==> src/rtl/fetch_unit.sv <==
// fetch_unit: single-outstanding instruction fetcher with a DEPTH-entry prefetch queue
// feeding registered instruction/pcDir/inst_valid outputs; branch_taken flushes everything.
module fetch_unit #(
   parameter int              ibus     = 32,
   parameter int              mbus     = 32,
   parameter int              DEPTH    = 4,
   parameter logic [mbus-1:0] RESET_PC = '0,
   parameter logic [ibus-1:0] NOP_INST = '0
) (
   input  logic            clk,
   input  logic            rst,
   output logic            imem_req,
   output logic [mbus-1:0] imem_addr,
   input  logic            imem_ready,
   input  logic            imem_valid,
   input  logic [ibus-1:0] imem_data,
   input  logic            branch_taken,
   input  logic [mbus-1:0] branch_target,
   input  logic            stall,
   output logic [ibus-1:0] instruction,
   output logic [mbus-1:0] pcDir,
   output logic            inst_valid
);

   localparam int              AW      = $clog2(DEPTH);
   localparam logic [AW:0]     FULL    = (AW+1)'(DEPTH);
   localparam logic [AW:0]     CNT_ONE = (AW+1)'(1);
   localparam logic [AW-1:0]   PTR_ONE = AW'(1);
   localparam logic [mbus-1:0] PC_STEP = mbus'(4);

   logic [mbus-1:0] fetch_pc_q, fetch_pc_d;
   logic [mbus-1:0] req_pc_q, req_pc_d;
   logic [mbus-1:0] pc_dir_q, pc_dir_d;
   logic [ibus-1:0] instruction_q, instruction_d;
   logic            inst_valid_q, inst_valid_d;
   logic            outstanding_q, outstanding_d;
   logic            discard_q, discard_d;
   logic            redirect_q, redirect_d;
   logic [AW-1:0]   wr_ptr_q, wr_ptr_d;
   logic [AW-1:0]   rd_ptr_q, rd_ptr_d;
   logic [AW:0]     count_q, count_d;

   logic [mbus-1:0] pc_mem_q    [DEPTH];
   logic [ibus-1:0] instr_mem_q [DEPTH];

   logic accept;
   logic resp;
   logic push;
   logic pop;

   // redirect_q holds the request off for the cycle after a flush so a pending request is withdrawn
   assign imem_req    = ~rst & ~outstanding_q & ~discard_q & ~redirect_q & (count_q < FULL);
   assign imem_addr   = fetch_pc_q;
   assign instruction = instruction_q;
   assign pcDir       = pc_dir_q;
   assign inst_valid  = inst_valid_q;

   // Next-state computation for fetch tracking, queue pointers and output registers
   always_comb begin
      fetch_pc_d    = fetch_pc_q;
      req_pc_d      = req_pc_q;
      outstanding_d = outstanding_q;
      discard_d     = discard_q;
      redirect_d    = 1'b0;
      wr_ptr_d      = wr_ptr_q;
      rd_ptr_d      = rd_ptr_q;
      count_d       = count_q;
      pc_dir_d      = pc_dir_q;
      instruction_d = instruction_q;
      inst_valid_d  = inst_valid_q;

      accept = imem_req & imem_ready;
      resp   = imem_valid & outstanding_q;
      push   = resp & ~discard_q & ~branch_taken;
      pop    = ~branch_taken & ~stall & (count_q != '0);

      if (resp) begin
         outstanding_d = 1'b0;
         discard_d     = 1'b0;
      end else begin
         outstanding_d = outstanding_q;
      end

      if (accept) begin
         outstanding_d = 1'b1;
         req_pc_d      = fetch_pc_q;
         fetch_pc_d    = fetch_pc_q + PC_STEP;
      end else begin
         req_pc_d      = req_pc_q;
      end

      if (branch_taken) begin
         // Anything still in flight after this edge belongs to the old path
         discard_d     = outstanding_d;
         fetch_pc_d    = branch_target;
         redirect_d    = 1'b1;
         wr_ptr_d      = '0;
         rd_ptr_d      = '0;
         count_d       = '0;
         instruction_d = NOP_INST;
         inst_valid_d  = 1'b0;
      end else begin
         if (push) begin
            wr_ptr_d = wr_ptr_q + PTR_ONE;
         end else begin
            wr_ptr_d = wr_ptr_q;
         end
         if (pop) begin
            rd_ptr_d = rd_ptr_q + PTR_ONE;
         end else begin
            rd_ptr_d = rd_ptr_q;
         end
         case ({push, pop})
            2'b10:   count_d = count_q + CNT_ONE;
            2'b01:   count_d = count_q - CNT_ONE;
            default: count_d = count_q;
         endcase
         if (stall) begin
            inst_valid_d = inst_valid_q;
         end else if (pop) begin
            instruction_d = instr_mem_q[rd_ptr_q];
            pc_dir_d      = pc_mem_q[rd_ptr_q];
            inst_valid_d  = 1'b1;
         end else begin
            instruction_d = NOP_INST;
            inst_valid_d  = 1'b0;
         end
      end
   end

   // Control and output registers with synchronous reset
   always_ff @(posedge clk) begin
      if (rst) begin
         fetch_pc_q    <= RESET_PC;
         req_pc_q      <= '0;
         outstanding_q <= 1'b0;
         discard_q     <= 1'b0;
         redirect_q    <= 1'b0;
         wr_ptr_q      <= '0;
         rd_ptr_q      <= '0;
         count_q       <= '0;
         pc_dir_q      <= '0;
         instruction_q <= NOP_INST;
         inst_valid_q  <= 1'b0;
      end else begin
         fetch_pc_q    <= fetch_pc_d;
         req_pc_q      <= req_pc_d;
         outstanding_q <= outstanding_d;
         discard_q     <= discard_d;
         redirect_q    <= redirect_d;
         wr_ptr_q      <= wr_ptr_d;
         rd_ptr_q      <= rd_ptr_d;
         count_q       <= count_d;
         pc_dir_q      <= pc_dir_d;
         instruction_q <= instruction_d;
         inst_valid_q  <= inst_valid_d;
      end
   end

   // Queue storage; contents are only meaningful between the pointers
   always_ff @(posedge clk) begin
      if (push) begin
         pc_mem_q[wr_ptr_q]    <= req_pc_q;
         instr_mem_q[wr_ptr_q] <= imem_data;
      end else begin
         pc_mem_q[wr_ptr_q]    <= pc_mem_q[wr_ptr_q];
         instr_mem_q[wr_ptr_q] <= instr_mem_q[wr_ptr_q];
      end
   end

endmodule
==> config.mk <==
export PLATFORM = sky130hd
export DESIGN_NAME = fetch_unit
export DESIGN_NICKNAME = d
export VERILOG_FILES = /design/src/rtl/fetch_unit.sv
export SDC_FILE = /design/constraint.sdc
export NUM_CORES = 1
export LEC_CHECK = 0
export ABC_AREA = 1
export ABC_CLOCK_PERIOD_IN_PS = 5480
export CAP_MARGIN = 10
export CORE_AREA = 8 8 194 196
export CTS_CLUSTER_DIAMETER = 120
export DETAILED_ROUTE_END_ITERATION = 7
export DIE_AREA = 0 0 202 204
export PLACE_DENSITY = 0.67
export SLEW_MARGIN = 0
export SYNTH_ARGS = -nofsm -noshare
export SYNTH_HDL_FRONTEND = slang
export SYNTH_SLANG_ARGS = --single-unit
==> constraint.sdc <==
create_clock -name clk -period 5.48 [get_ports clk]
set_clock_uncertainty 0.1 [all_clocks]
set_input_delay 1.096 -clock clk [delete_from_list [all_inputs] [get_ports clk]]
set_output_delay 1.096 -clock clk [all_outputs]
set_load 0.05 [all_outputs]
### Word-level counts from Yosys, hierarchy flattened

Memory sizes are Yosys's and may differ from the RTL's. A register that Yosys moved wholly into a read port is not among the register bits.
Cells that the tools add are included.

| storage, ports and cells | value |
|---|---|
| output and inout bits | 98 |
| memories kept | 2 |
| register bits | 107 |
| RAM bits | 256 |
| memory bits (read-only) | 0 |
| logic and storage cells | 63 |
| bits in latches | 0 |
| input bits | 70 |

Memories:

| memory | words | bits a word | rd ports | clocked after Yosys merged registers in | write ports | line | text |
|---|---|---|---|---|---|---|---|
| instr_mem_q | 4 | 32 | 1 | 1 | 1 | 44 | `logic [ibus-1:0] instr_mem_q [DEPTH];` |
| pc_mem_q | 4 | 32 | 1 | 1 | 1 | 43 | `logic [mbus-1:0] pc_mem_q [DEPTH];` |

| cells by class | value |
|---|---|
| bitwise logic cells | 18 |
| eq/ne operators | 3 |
| $mul | 0 |
| mux-type cells | 17 |
| divide/modulo/power cells | 0 |
| reduce and logical (&&, ||, !) cells | 7 |
| add/subtract/negate cells | 5 |
| $lt $le $gt $ge | 1 |
| shift-type cells | 0 |

Operators by type and width:

| kind | count |
|---|---|
| $mux 32 | 5 |
| $add 32x3->32 const B | 1 |
| $and 1x1->1 | 10 |
| $mux 1 | 9 |
| $not 1->1 | 6 |
| $pmux 3 s2 | 1 |
| $reduce_bool 2->1 | 3 |
| $add 2x1->2 const B | 2 |
| $mux 2 | 2 |
| $add 3x1->3 const B | 1 |
| $lt 3x3->1 const B | 1 |
| $reduce_and 3->1 | 1 |
| $reduce_bool 3->1 | 1 |
| $sub 3x1->3 const B | 1 |
| $eq 2x1->1 const B | 1 |
| $eq 2x2->1 const B | 1 |
| $or 1x1->1 | 2 |
| $reduce_and 2->1 | 1 |
| $reduce_or 2->1 | 1 |
| $ne 0x0->1 | 1 |

### Logic depth before layout (Yosys ltp)

Gate-level depths: netlist of the first run.

| logic depth | value |
|---|---|
| word-level depth | 8 |
| depth in mapped cells | 11 |
| gate-level depth less buffers | 10 |

### Least setup slack after synthesis of the first run

No wires, ideal clock.

| path | value |
|---|---|
| path kind | input to register |
| start | in branch_taken |
| end | mem instr_mem_q[0][0] (enable) |
| required time | 4.893 ns |
| data arrival time | 4.359 ns |
| buffers on the path | 1 |
| library setup time | 0.487 ns |
| path slack | 0.534 ns |
| stages on the path | 4 |
| cell sequence | buf_2 > nor3_1 > clkinv_1 > nor2_1 |

| between the ends | value |
|---|---|
| word-level cells in the longest chain between the ends | 5 |
| elaborated cells between the ends (all ways) | 7 |
| those cells by class | mux: 3; bitwise: 3; reduce/logical: 1 |

Ends and longest elaborated chain:

| item | line | text |
|---|---|---|
| start, declared | 17 | `input logic branch_taken,` |
| $not 1->1 (no source line) * | -- |  |
| $and 1x1->1 * | 74 | `push = resp & ~discard_q & ~branch_taken;` |
| $mux 1 (on tied branches) | 162, 167 |  |
| $mux 1 (implied by the code) / $reduce_and 2->1 (equally long branches) | -- |  |
| $or 1x1->1 (no source line) * | -- |  |
| end, declared | 44 |  |

Mark *: on every way between the ends. The rest lies on a longest branch, timed or not.

### Worst setup path after layout of the first run

| path | value |
|---|---|
| start | in rst |
| end | out imem_req |

| between the ends | value |
|---|---|
| word-level cells in the longest chain between the ends | 5 |

Ends and longest elaborated chain:

| item | line | text |
|---|---|---|
| start, declared | 11 | `input logic rst,` |
| $not 1->1 | 52 | `assign imem_req = ~rst & ~outstanding_q & ~discard_q & ~redirect_q & (count_q < FULL);` |
| $and 1x1->1 (4 in series) | 52 |  |
| end, declared | 12 | `output logic imem_req,` |

No other way between the ends.

==> results of run 1 <==
[worst max-delay path, delay by kind of cell]
family                 cells  cell delay (ns)
buffers and inverters      2             1.22
and+or+nand+nor            2             0.29
[synthesized netlist by cell type (2+ instances only)]
library cell,instances
sky130_fd_sc_hd__o21ai_1,21
sky130_fd_sc_hd__buf_4,2
sky130_fd_sc_hd__clkbuf_1,55
sky130_fd_sc_hd__nor2_1,296
sky130_fd_sc_hd__and2_1,2
sky130_fd_sc_hd__nand2_1,186
sky130_fd_sc_hd__nor2_2,3
sky130_fd_sc_hd__o21ai_0,242
sky130_fd_sc_hd__nor3_1,2
sky130_fd_sc_hd__edfxtp_1,256
sky130_fd_sc_hd__ha_1,6
sky130_fd_sc_hd__inv_2,2
sky130_fd_sc_hd__a21oi_1,91
sky130_fd_sc_hd__inv_1,67
sky130_fd_sc_hd__clkinv_1,3
sky130_fd_sc_hd__xnor2_1,2
sky130_fd_sc_hd__nand3_1,42
sky130_fd_sc_hd__buf_2,26
sky130_fd_sc_hd__a31oi_1,35
sky130_fd_sc_hd__a22o_1,3
sky130_fd_sc_hd__dfxtp_1,141
[logic make-up after synthesis]
| kind of cell | synth area share, % |
|---|---|
| AND/OR/NAND/NOR | 13.7 |
| flip-flops | 68.4 |
| AO/OA/AOI/OAI | 13.1 |
| buffers and inverters | 4.07 |
| adder cells (fa/ha/maj) | 0.618 |
| XOR/XNOR | 0.171 |
[flip-flops by register name (all words and copies together), names as in the netlist, named ones only]
register and cells:
req_pc_q 32, pc_mem_q 128, instruction 32, discard_q 1
imem_addr 32, redirect_q 1, outstanding_q 1, wr_ptr_q 2
count_q 3, pcDir 32, inst_valid 1, rd_ptr_q 2
instr_mem_q 128
[how the worst min path moves through the flow]
stage / startpoint / endpoint / cells past startpoint / slack, ns
after floorplan: count_q[2] / count_q[2] / 2 / 0.35
after global placement: instruction[16] / instruction[16] / 2 / 0.35
after detailed placement: instruction[27] / instruction[27] / 2 / 0.36
after CTS: instruction[27] / instruction[27] / 2 / 0.37
after global routing: instruction[29] / instruction[29] / 2 / 0.39
final: instruction[29] / instruction[29] / 2 / 0.36
[stage by stage]
stage / cell area (um2) / power [mW] / cells / hold slack, ns / util (%)
after CTS: 18700 / 6.12 / 2126 / 0.366 / 53.7
after detailed placement: 17500 / 3.61 / 2054 / 0.358 / 50.2
after global routing: 18700 / 6.27 / 2126 / 0.388 / 53.7
after floorplan: 15400 / 3.47 / 1491 / 0.352 / -
final: 18700 / 6.06 / 2126 / 0.364 / 53.7
after global placement: 17500 / 3.60 / 2054 / 0.351 / 50.2
[power breakdown]
group | internal [mW] | switching, mW
Combinational | 0.106 | 0.171
Clock | 1.46 | 1.06
Sequential | 3.22 | 0.0463
[layout make-up]
class	instances	area, um2
clock inverter	11	76.3
tap	461	577
fill	3006	16100
inverter	72	270
multi-input combinational	938	4280
timing repair buffer	186	1840
clock buffer	61	1120
sequential	397	10500
[routing by layer]
layer / track usage, % / up-vias / part of all wire [%]
li1: - / 5413 / -
met1: 22.0 / 5202 / 44
met2: 28.2 / 307 / 47
met3: 4.49 / 66 / 6.7
met4: 4.64 / 2 / 2.2
met5: 0 / - / 0.036
==> qor.txt, run 1 <==
===============================================================================================
I/O pin count                                                                               168
Floorplan Core Area                                                                   34800 um2
Post-synth EDFFs                                                                            256
Max-Slew Margin vs Limit                                                                  23.7%
Ys flop type                                                                       sky130_fd_sc_hd__edfxtp_1
Initial core utilization                                                                  44.2%
Worst flop-to-flop path endpoint                                                      pcDir[29]
Final sum of negative setup slack                                                          0 ns
Clock input transition at the sequential cells of the worst setup and hold paths        0.05 ns
Share of the synthesized area in the top cell type                                        50.0%
Post-Place Worst Slack                                                                  1.60 ns
Post-Syn Nets                                                                              1568
Biggest area consumer among synthesized cells                                      sky130_fd_sc_hd__edfxtp_1
RD Place Congestion                                                                       0.879
Iter 0 DRT Violations                                                                       638
Largest net degree at the start of global routing                                           102
Sinks on the clock net                                                                      397
Minimum clock period                                                                    3.80 ns
Total of flip-flops plus latches after synthesis                                            397
Endpoint type of the worst setup path                                                output pin
Detailed-route vias per instance                                                           5.17
Power density over the cells                                                         324 nW/um2
Mean post-synth cell area                                                              10.3 um2
Crit-path slowest cell                                                             sky130_fd_sc_hd__clkdlybuf4s50_1
Mapped cell area                                                                      15400 um2
Number of I/O port buffers                                                                  167
Number of diodes                                                                              0
Cells after Synth                                                                          1491
Total leakage power                                                                     6.32 nW
Worst reg2reg path depth                                                                      5
Actual transition at the worst max-transition pin                                       1.14 ns
Seq/Total Area, Yosys                                                                     68.4%
R2r setup slk                                                                           2.81 ns
Insertion delay to the later sink of the worst-skew pair                                0.52 ns
Reg-to-reg startpoint                                                               rd_ptr_q[1]
Most used cell, CP                                                                 sky130_fd_sc_hd__clkdlybuf4s50_1
Crit-path max FO                                                                              2
Final number of max-transition violations                                                     0
Die outline area                                                                      41200 um2
CTS tree                                                                                    yes
Bufs on Longest Clock Path                                                                    3
Final-report hold violation count                                                             0
Count of different cell masters after synthesis                                              29
Maximum cell stage delay along the critical path                                        0.80 ns
Setup repair after global routing missed its margin                                       false
Die X                                                                                    202 um
Total Routing Usage GR                                                                    17.0%
Result of the run                                                                     completed
Chip height                                                                              204 um
Area growth from synthesis to final layout                                                21.5%
CTS Root Buffer Type                                                               sky130_fd_sc_hd__clkbuf_16
Iteration count of the initial detailed-routing pass                                          5
Highest-count cells in the layout ignoring fill and taps                           sky130_fd_sc_hd__nor2_1, sky130_fd_sc_hd__edfxtp_1, sky130_fd_sc_hd__o21ai_0, sky130_fd_sc_hd__nand2_1, sky130_fd_sc_hd__clkdlybuf4s50_1
Required time at the worst-slack endpoint                                               4.28 ns
Fraction of final layout cells with drive strength greater than 1                         5.05%
Leading cell types by total area after synthesis                                   sky130_fd_sc_hd__edfxtp_1, sky130_fd_sc_hd__dfxtp_1, sky130_fd_sc_hd__o21ai_0
Hold bufs inserted after CTS                                                                  0
Number of setup buffers added after CTS                                                       0
Site Rows                                                                                    69
H-Tree Level Count                                                                            2
Post-route setup slack                                                                  1.68 ns
Leading cell type in the layout, fill and taps excluded                            sky130_fd_sc_hd__nor2_1
Total via count in the routed design                                                      11.0k
DR DRC count                                                                                  0
Setup crit end                                                                         imem_req
F_max                                                                                   263 MHz
Count of synthesis-stage warnings from yosys                                                  0
Worst IR drop on VDD                                                                   0.182 mV
Antenna violations before repair                                                              1
Final setup vio count                                                                         0
Global-route wire length before repair                                                  56.4 mm
Total global routing overflow                                                                 0
Final clock period utilization by the worst path                                          69.3%
Number of violations of the max-capacitance limit                                             0
Share of flip-flops with an asynchronous set or reset after synthesis                        0%
Worst min-delay path category                                                        reg -> reg
Type of element launching the critical path                                           input pin
First element of the critical path                                                          rst
Arrival time reported for the critical path endpoint                                    2.60 ns
Nets@finish                                                                                1713
Clock buffers created by TritonCTS                                                           41
Sum of net half-perimeters after detailed placement                                     22.1 mm
Average wire length per cell after detail routing                                       17.1 um
Total wire length after detailed routing                                                36.3 mm
Startpoint-to-endpoint class of the critical path                                     in -> out
Via count of the first global-routing pass                                                10.6k
PostCTS Resize Cnt                                                                            0
Post-route antenna net violation count                                                        0
Ordered list of cells on the worst path                                            clkdlybuf4s50_1 -> nor2_1 -> and3_1 -> clkdlybuf4s50_1
===============================================================================================
Note: power is estimated with default switching activity, not from simulation.
==> run 2: changes to the inputs <==
--- a/config.mk
+++ b/config.mk
@@ -6,13 +6,13 @@
 export NUM_CORES = 1
 export LEC_CHECK = 0
 export ABC_AREA = 1
-export ABC_CLOCK_PERIOD_IN_PS = 5480
+export ABC_CLOCK_PERIOD_IN_PS = 3400
 export CAP_MARGIN = 10
 export CORE_AREA = 8 8 194 196
 export CTS_CLUSTER_DIAMETER = 120
 export DETAILED_ROUTE_END_ITERATION = 7
 export DIE_AREA = 0 0 202 204
-export PLACE_DENSITY = 0.67
+export PLACE_DENSITY = 0.69
 export SLEW_MARGIN = 0
 export SYNTH_ARGS = -nofsm -noshare
 export SYNTH_HDL_FRONTEND = slang
==> constraint.sdc (replaced) <==
create_clock -name clk -period 3.4 [get_ports clk]
set_clock_uncertainty 0.1 [all_clocks]
set_input_delay 0.68 -clock clk [delete_from_list [all_inputs] [get_ports clk]]
set_output_delay 0.68 -clock clk [all_outputs]
set_load 0.05 [all_outputs]
==> qor.txt, run 2 (same netlist as run 1, synthesis figures left out) <==
===============================================================================================
Cell depth of the worst min-delay path                                                        2   unchanged
R2r setup slk                                                                           1.25 ns   -1.56 ns
Type of element launching the critical path                                                flop
Max-Slew Margin vs Limit                                                                  25.2%   +1.5 points
Area of combinational cells with multiple inputs                                       4280 um2   unchanged
Sequential cell area                                                                  10500 um2   about the same
Bufs on Longest Clock Path                                                                    3   unchanged
Post-Place Worst Slack                                                                 0.484 ns   -1.12 ns
Power density over the cells                                                         542 nW/um2   +67%
Crit-path max FO                                                                              6   +4
Final-report hold violation count                                                             0   unchanged
Arrival time reported for the critical path endpoint                                    1.89 ns   -0.71 ns
Startpoint-to-endpoint class of the critical path                                    reg -> out
Total wire length after detailed routing                                                36.9 mm   +1.7%
Total global routing overflow                                                                 0   unchanged
Worst flop-to-flop path endpoint                                                   imem_addr[20]
Number of I/O port buffers                                                                  167   unchanged
Post-route setup slack                                                                 0.727 ns   -0.958 ns
Maximum cell stage delay along the critical path                                        0.88 ns   +0.08 ns
Largest net degree at the start of global routing                                           102   unchanged
CTS Root Buffer Type                                                               sky130_fd_sc_hd__clkbuf_16
Endpoint type of the worst setup path                                                output pin
Highest-count cells in the layout ignoring fill and taps                           sky130_fd_sc_hd__nor2_1, sky130_fd_sc_hd__edfxtp_1, sky130_fd_sc_hd__o21ai_0, sky130_fd_sc_hd__nand2_1, sky130_fd_sc_hd__clkdlybuf4s50_1
Post-placement cell count                                                                  2060   +0.29%
RD Place Congestion                                                                       0.854   -2.9%
Die outline area                                                                      41200 um2   unchanged
Antenna violations before repair                                                              0   -1
Floorplan Core Area                                                                   34800 um2   unchanged
Die X                                                                                    202 um   unchanged
Area growth from synthesis to final layout                                                23.1%
Minimum clock period                                                                    2.67 ns
PostCTS Resize Cnt                                                                            0   unchanged
Post-route standard cell area excluding fillers                                       18900 um2   +1.4%
Chip height                                                                              204 um   unchanged
Number of standard cells in the final layout excluding fillers                             2133   +0.33%
Cell family with most CP delay                                                     buffers and inverters
Sum of net half-perimeters after detailed placement                                     22.5 mm   +1.8%
Total leakage power                                                                     6.46 nW   +2.1%
Iteration count of the initial detailed-routing pass                                          5   unchanged
Final setup vio count                                                                         0   unchanged
Number of setup buffers added after CTS                                                       0   unchanged
Via count of the first global-routing pass                                                10.8k   +1.9%
Result of the run                                                                     completed
Leading cell type in the layout, fill and taps excluded                            sky130_fd_sc_hd__nor2_1
Post-route antenna net violation count                                                        0   unchanged
Required time at the worst-slack endpoint                                               2.62 ns   -1.66 ns
Pwr Total                                                                               10.3 mW   +69%
Setup repair after global routing missed its margin                                       false
Sinks on the clock net                                                                      397   unchanged
Number of violations of the max-capacitance limit                                             0   unchanged
F_max                                                                                   374 MHz
Source of the worst hold timing path                                               instruction[21]
Total via count in the routed design                                                      11.1k   +1.1%
Nets@finish                                                                                1718   +0.29%
Crit-path slowest cell                                                             sky130_fd_sc_hd__clkdlybuf4s50_1
Iter 0 DRT Violations                                                                       801   +26%
Post-route worst hold slack                                                            0.362 ns   -0.00148 ns
Final clock period utilization by the worst path                                          78.6%
Detailed-route vias per instance                                                           5.21   +0.81%
Biggest registers after layout                                                     instr_mem_q x128, pc_mem_q x128
Worst IR drop on VDD                                                                   0.379 mV   +110%
CTS tree                                                                                    yes
Hold bufs inserted after CTS                                                                  0   unchanged
Actual transition at the worst max-transition pin                                       1.12 ns   -0.0225 ns
Total Routing Usage GR                                                                    17.6%   +0.55 points
Fraction of final layout cells with drive strength greater than 1                         6.10%   +1.1 points
Worst reg2reg path depth                                                                      7   +2
Clock input transition at the sequential cells of the worst setup and hold paths        0.06 ns   about the same
# fillers                                                                                  2962   -1.5%
Number of diodes                                                                              0   unchanged
DR DRC count                                                                                  0   unchanged
I/O pin count                                                                               168   unchanged
Reg-to-reg startpoint                                                                count_q[2]
Final number of max-transition violations                                                     0   unchanged
Worst min-delay path category                                                        reg -> reg
Site Rows                                                                                    69   unchanged
Ordered list of cells on the worst path                                            clkdlybuf4s50_1
Number of buffer and inverter stages on the critical path                                     1   -1
Min-Delay Endpoint                                                                 instruction[21]
Clock buffers created by TritonCTS                                                           40   -2.4%
Initial core utilization                                                                  44.2%   unchanged
Insertion delay to the later sink of the worst-skew pair                                0.53 ns   about the same
Average wire length per cell after detail routing                                       17.3 um   +1.4%
Global-route wire length before repair                                                  58.4 mm   +3.6%
H-Tree Level Count                                                                            2   unchanged
Area after DPL                                                                        17600 um2   +0.52%
===============================================================================================
run 2: cell count changes in the layout (fill, tap and decap cells not counted), sizes merged:
cell | previous run | this run
bufinv | 1 | 7
clkbuf | 61 | 52
clkdlybuf4s50 | 167 | 166
clkinv | 12 | 14
buf | 19 | 26
inv | 69 | 71
run 2: through the flow:
stage,util [%],setup TNS [ns]
floorplan,-,-27.64
global placement,50.5,0
detailed placement,50.5,0
CTS,54.4,0
global route,54.4,0
finish,54.4,0
run 2: power by group:
part | total [mW] | switching [mW] | internal, mW
Sequential | 5.27 | 0.0775 | 5.19
Combinational | 0.455 | 0.280 | 0.175
Clock | 4.54 | 1.76 | 2.78
run 2: area by class of cell:
class | instances | area share, %
Sequential cell | 397 | 55.5
Multi-Input combinational cell | 938 | 22.6
Timing Repair Buffer | 192 | 10.2
Clock buffer | 52 | 5.69
Tap cell | 461 | 3.05
Clock inverter | 21 | 1.52
Inverter | 72 | 1.43
run 2: how the worst max path moves through the flow:
stage / to / cells after the start / startpoint / slack, ns
2_1_floorplan: instr_mem_q[0][0] / 4 / branch_taken / -0.11
3_3_place_gp: imem_addr[30] / 7 / branch_taken / 0.56
3_5_place_dp: imem_addr[20] / 7 / branch_taken / 0.48
4_1_cts: imem_addr[6] / 1 / imem_addr[6] / 0.70
5_1_grt: imem_addr[6] / 1 / imem_addr[6] / 0.69
6_report: imem_addr[6] / 1 / imem_addr[6] / 0.73
run 2: routing by layer:
layer  share of wire, %  global-route usage [%]  vias up
met5                  0                       0        -
met2                 46                    28.8      401
met1                 44                    23.2     5241
li1                   -                       -     5431
met4                1.8                    4.57        0
met3                8.2                    4.23       42
==> run 3: changes to the inputs <==
--- a/config.mk
+++ b/config.mk
@@ -6,13 +6,13 @@
 export NUM_CORES = 1
 export LEC_CHECK = 0
 export ABC_AREA = 1
-export ABC_CLOCK_PERIOD_IN_PS = 3400
+export ABC_CLOCK_PERIOD_IN_PS = 2770
 export CAP_MARGIN = 10
 export CORE_AREA = 8 8 194 196
 export CTS_CLUSTER_DIAMETER = 120
 export DETAILED_ROUTE_END_ITERATION = 7
 export DIE_AREA = 0 0 202 204
-export PLACE_DENSITY = 0.69
+export PLACE_DENSITY = 0.67
 export SLEW_MARGIN = 0
 export SYNTH_ARGS = -nofsm -noshare
 export SYNTH_HDL_FRONTEND = slang
==> constraint.sdc (replaced) <==
create_clock -name clk -period 2.77 [get_ports clk]
set_clock_uncertainty 0.1 [all_clocks]
set_input_delay 0.554 -clock clk [delete_from_list [all_inputs] [get_ports clk]]
set_output_delay 0.554 -clock clk [all_outputs]
set_load 0.05 [all_outputs]
==> qor.txt, run 3 (same netlist as run 1, synthesis figures left out) <==
===============================================================================================
Result of the run                                                                     completed
Number of setup buffers added after CTS                                                       0   unchanged
Antenna violations before repair                                                              0   unchanged
Highest-count cells in the layout ignoring fill and taps                           sky130_fd_sc_hd__nor2_1, sky130_fd_sc_hd__edfxtp_1, sky130_fd_sc_hd__o21ai_0, sky130_fd_sc_hd__nand2_1, sky130_fd_sc_hd__clkdlybuf4s50_1
Global-route wire length before repair                                                  57.3 mm   -1.9%
PostCTS Resize Cnt                                                                            0   unchanged
Actual transition at the worst max-transition pin                                      0.927 ns   -0.194 ns
Worst IR drop on VDD                                                                   0.379 mV   about the same
Number of I/O port buffers                                                                  167   unchanged
Arrival time reported for the critical path endpoint                                    1.88 ns   about the same
Crit-path slowest cell                                                             sky130_fd_sc_hd__clkdlybuf4s50_1
Final-report hold violation count                                                             0   unchanged
Worst min-delay path category                                                        reg -> reg
Endpoint type of the worst setup path                                                output pin
DR DRC count                                                                                  0   unchanged
Total leakage power                                                                     6.47 nW   +0.20%
Number of violations of the max-capacitance limit                                             0   unchanged
CTS tree                                                                                    yes
Crit-path max FO                                                                              6   unchanged
Maximum cell stage delay along the critical path                                        0.88 ns   about the same
Final clock period utilization by the worst path                                          91.4%
Average wire length per cell after detail routing                                       16.7 um   -3.3%
Site Rows                                                                                    69   unchanged
Final setup vio count                                                                         0   unchanged
Fraction of final layout cells with drive strength greater than 1                         6.42%   +0.32 points
RD Place Congestion                                                                       0.862   +0.91%
Total Routing Usage GR                                                                    17.1%   -0.43 points
Total wire length after detailed routing                                                35.8 mm   -2.8%
Type of element launching the critical path                                                flop
Number of diodes                                                                              0   unchanged
Max-Slew Margin vs Limit                                                                  38.2%   +13 points
Nets@finish                                                                                1729   +0.64%
Detailed-route vias per instance                                                           5.10   -2.2%
Minimum clock period                                                                    2.53 ns
Total global routing overflow                                                                 0   unchanged
Ordered list of cells on the worst path                                            clkdlybuf4s50_1
Insertion delay to the later sink of the worst-skew pair                                0.52 ns   about the same
Via count of the first global-routing pass                                                10.7k   -0.82%
Power density over the cells                                                         645 nW/um2   +19%
Initial core utilization                                                                  44.2%   unchanged
CTS Root Buffer Type                                                               sky130_fd_sc_hd__clkbuf_16
Required time at the worst-slack endpoint                                               2.12 ns   -0.50 ns
Utilization after layout                                                                  54.5%   +0.079 points
Sum of net half-perimeters after detailed placement                                     23.0 mm   +2.1%
Total via count in the routed design                                                      10.9k   -1.7%
Iter 0 DRT Violations                                                                       685   -14%
Cell family with most CP delay                                                     buffers and inverters
H-Tree Level Count                                                                            2   unchanged
Post-route worst hold slack                                                            0.361 ns   -0.000686 ns
Iteration count of the initial detailed-routing pass                                          5   unchanged
Hold bufs inserted after CTS                                                                  0   unchanged
Final number of max-transition violations                                                     0   unchanged
Setup repair after global routing missed its margin                                       false
Startpoint-to-endpoint class of the critical path                                    reg -> out
Chip height                                                                              204 um   unchanged
Sinks on the clock net                                                                      397   unchanged
Clock input transition at the sequential cells of the worst setup and hold paths        0.06 ns   about the same
Area growth from synthesis to final layout                                                23.3%
F_max                                                                                   395 MHz
Number of buffer and inverter stages on the critical path                                     1   unchanged
Post-route antenna net violation count                                                        0   unchanged
Biggest registers after layout                                                     instr_mem_q x128, pc_mem_q x128
Bufs on Longest Clock Path                                                                    3   unchanged
Clock buffers created by TritonCTS                                                           40   unchanged
Floorplan Core Area                                                                   34800 um2   unchanged
Die outline area                                                                      41200 um2   unchanged
I/O pin count                                                                               168   unchanged
Largest net degree at the start of global routing                                            66   -35%
Die X                                                                                    202 um   unchanged
Leading cell type in the layout, fill and taps excluded                            sky130_fd_sc_hd__nor2_1
===============================================================================================
## run 3: report_power, final
group	internal (mW)	switching [mW]
Combinational	0.221	0.347
Sequential	6.37	0.0936
Clock	3.07	2.13
## run 3: worst paths after layout
check	to	slack, ns	depth (start not counted)	startpoint
setup / recovery	imem_addr[9]	0.24	1	imem_addr[9]
hold / removal	instruction[9]	0.36	2	instruction[9]
setup reg to reg	pcDir[28]	0.84	5	rd_ptr_q[0]
hold reg to reg	instruction[9]	0.36	2	instruction[9]
## run 3: cell type report
type,instances,area (um2)
Clock buffer,59,1150
Clock inverter,13,119
Fill cell,2978,15800
Inverter,72,270
Multi-Input combinational cell,938,4280
Sequential cell,397,10500
Tap cell,461,577
Timing Repair Buffer,203,2050
## run 3: routing by layer
metal  part of all wire (%)  routed length [um]  track usage, %  vias up
met5                      0                   0               0        -
met4                    2.4                 848            4.70        0
met3                    8.7                3100            4.69       62
met2                     45               16200            27.6      373
met1                     44               15700            22.6     5051
li1                       -                   -               -     5435
## run 3: through the flow
stage,total power [mW],instance area (um2),instances,setup slack (ns),setup TNS [ns]
2_1_floorplan,6.86,15400,1491,-0.612,-156.66
3_3_place_gp,7.15,17700,2071,0.106,0
3_5_place_dp,7.16,17700,2071,0.125,0
4_1_cts,12.3,19000,2143,0.216,0
5_1_grt,12.6,19000,2143,0.189,0
6_report,12.2,19000,2143,0.238,0
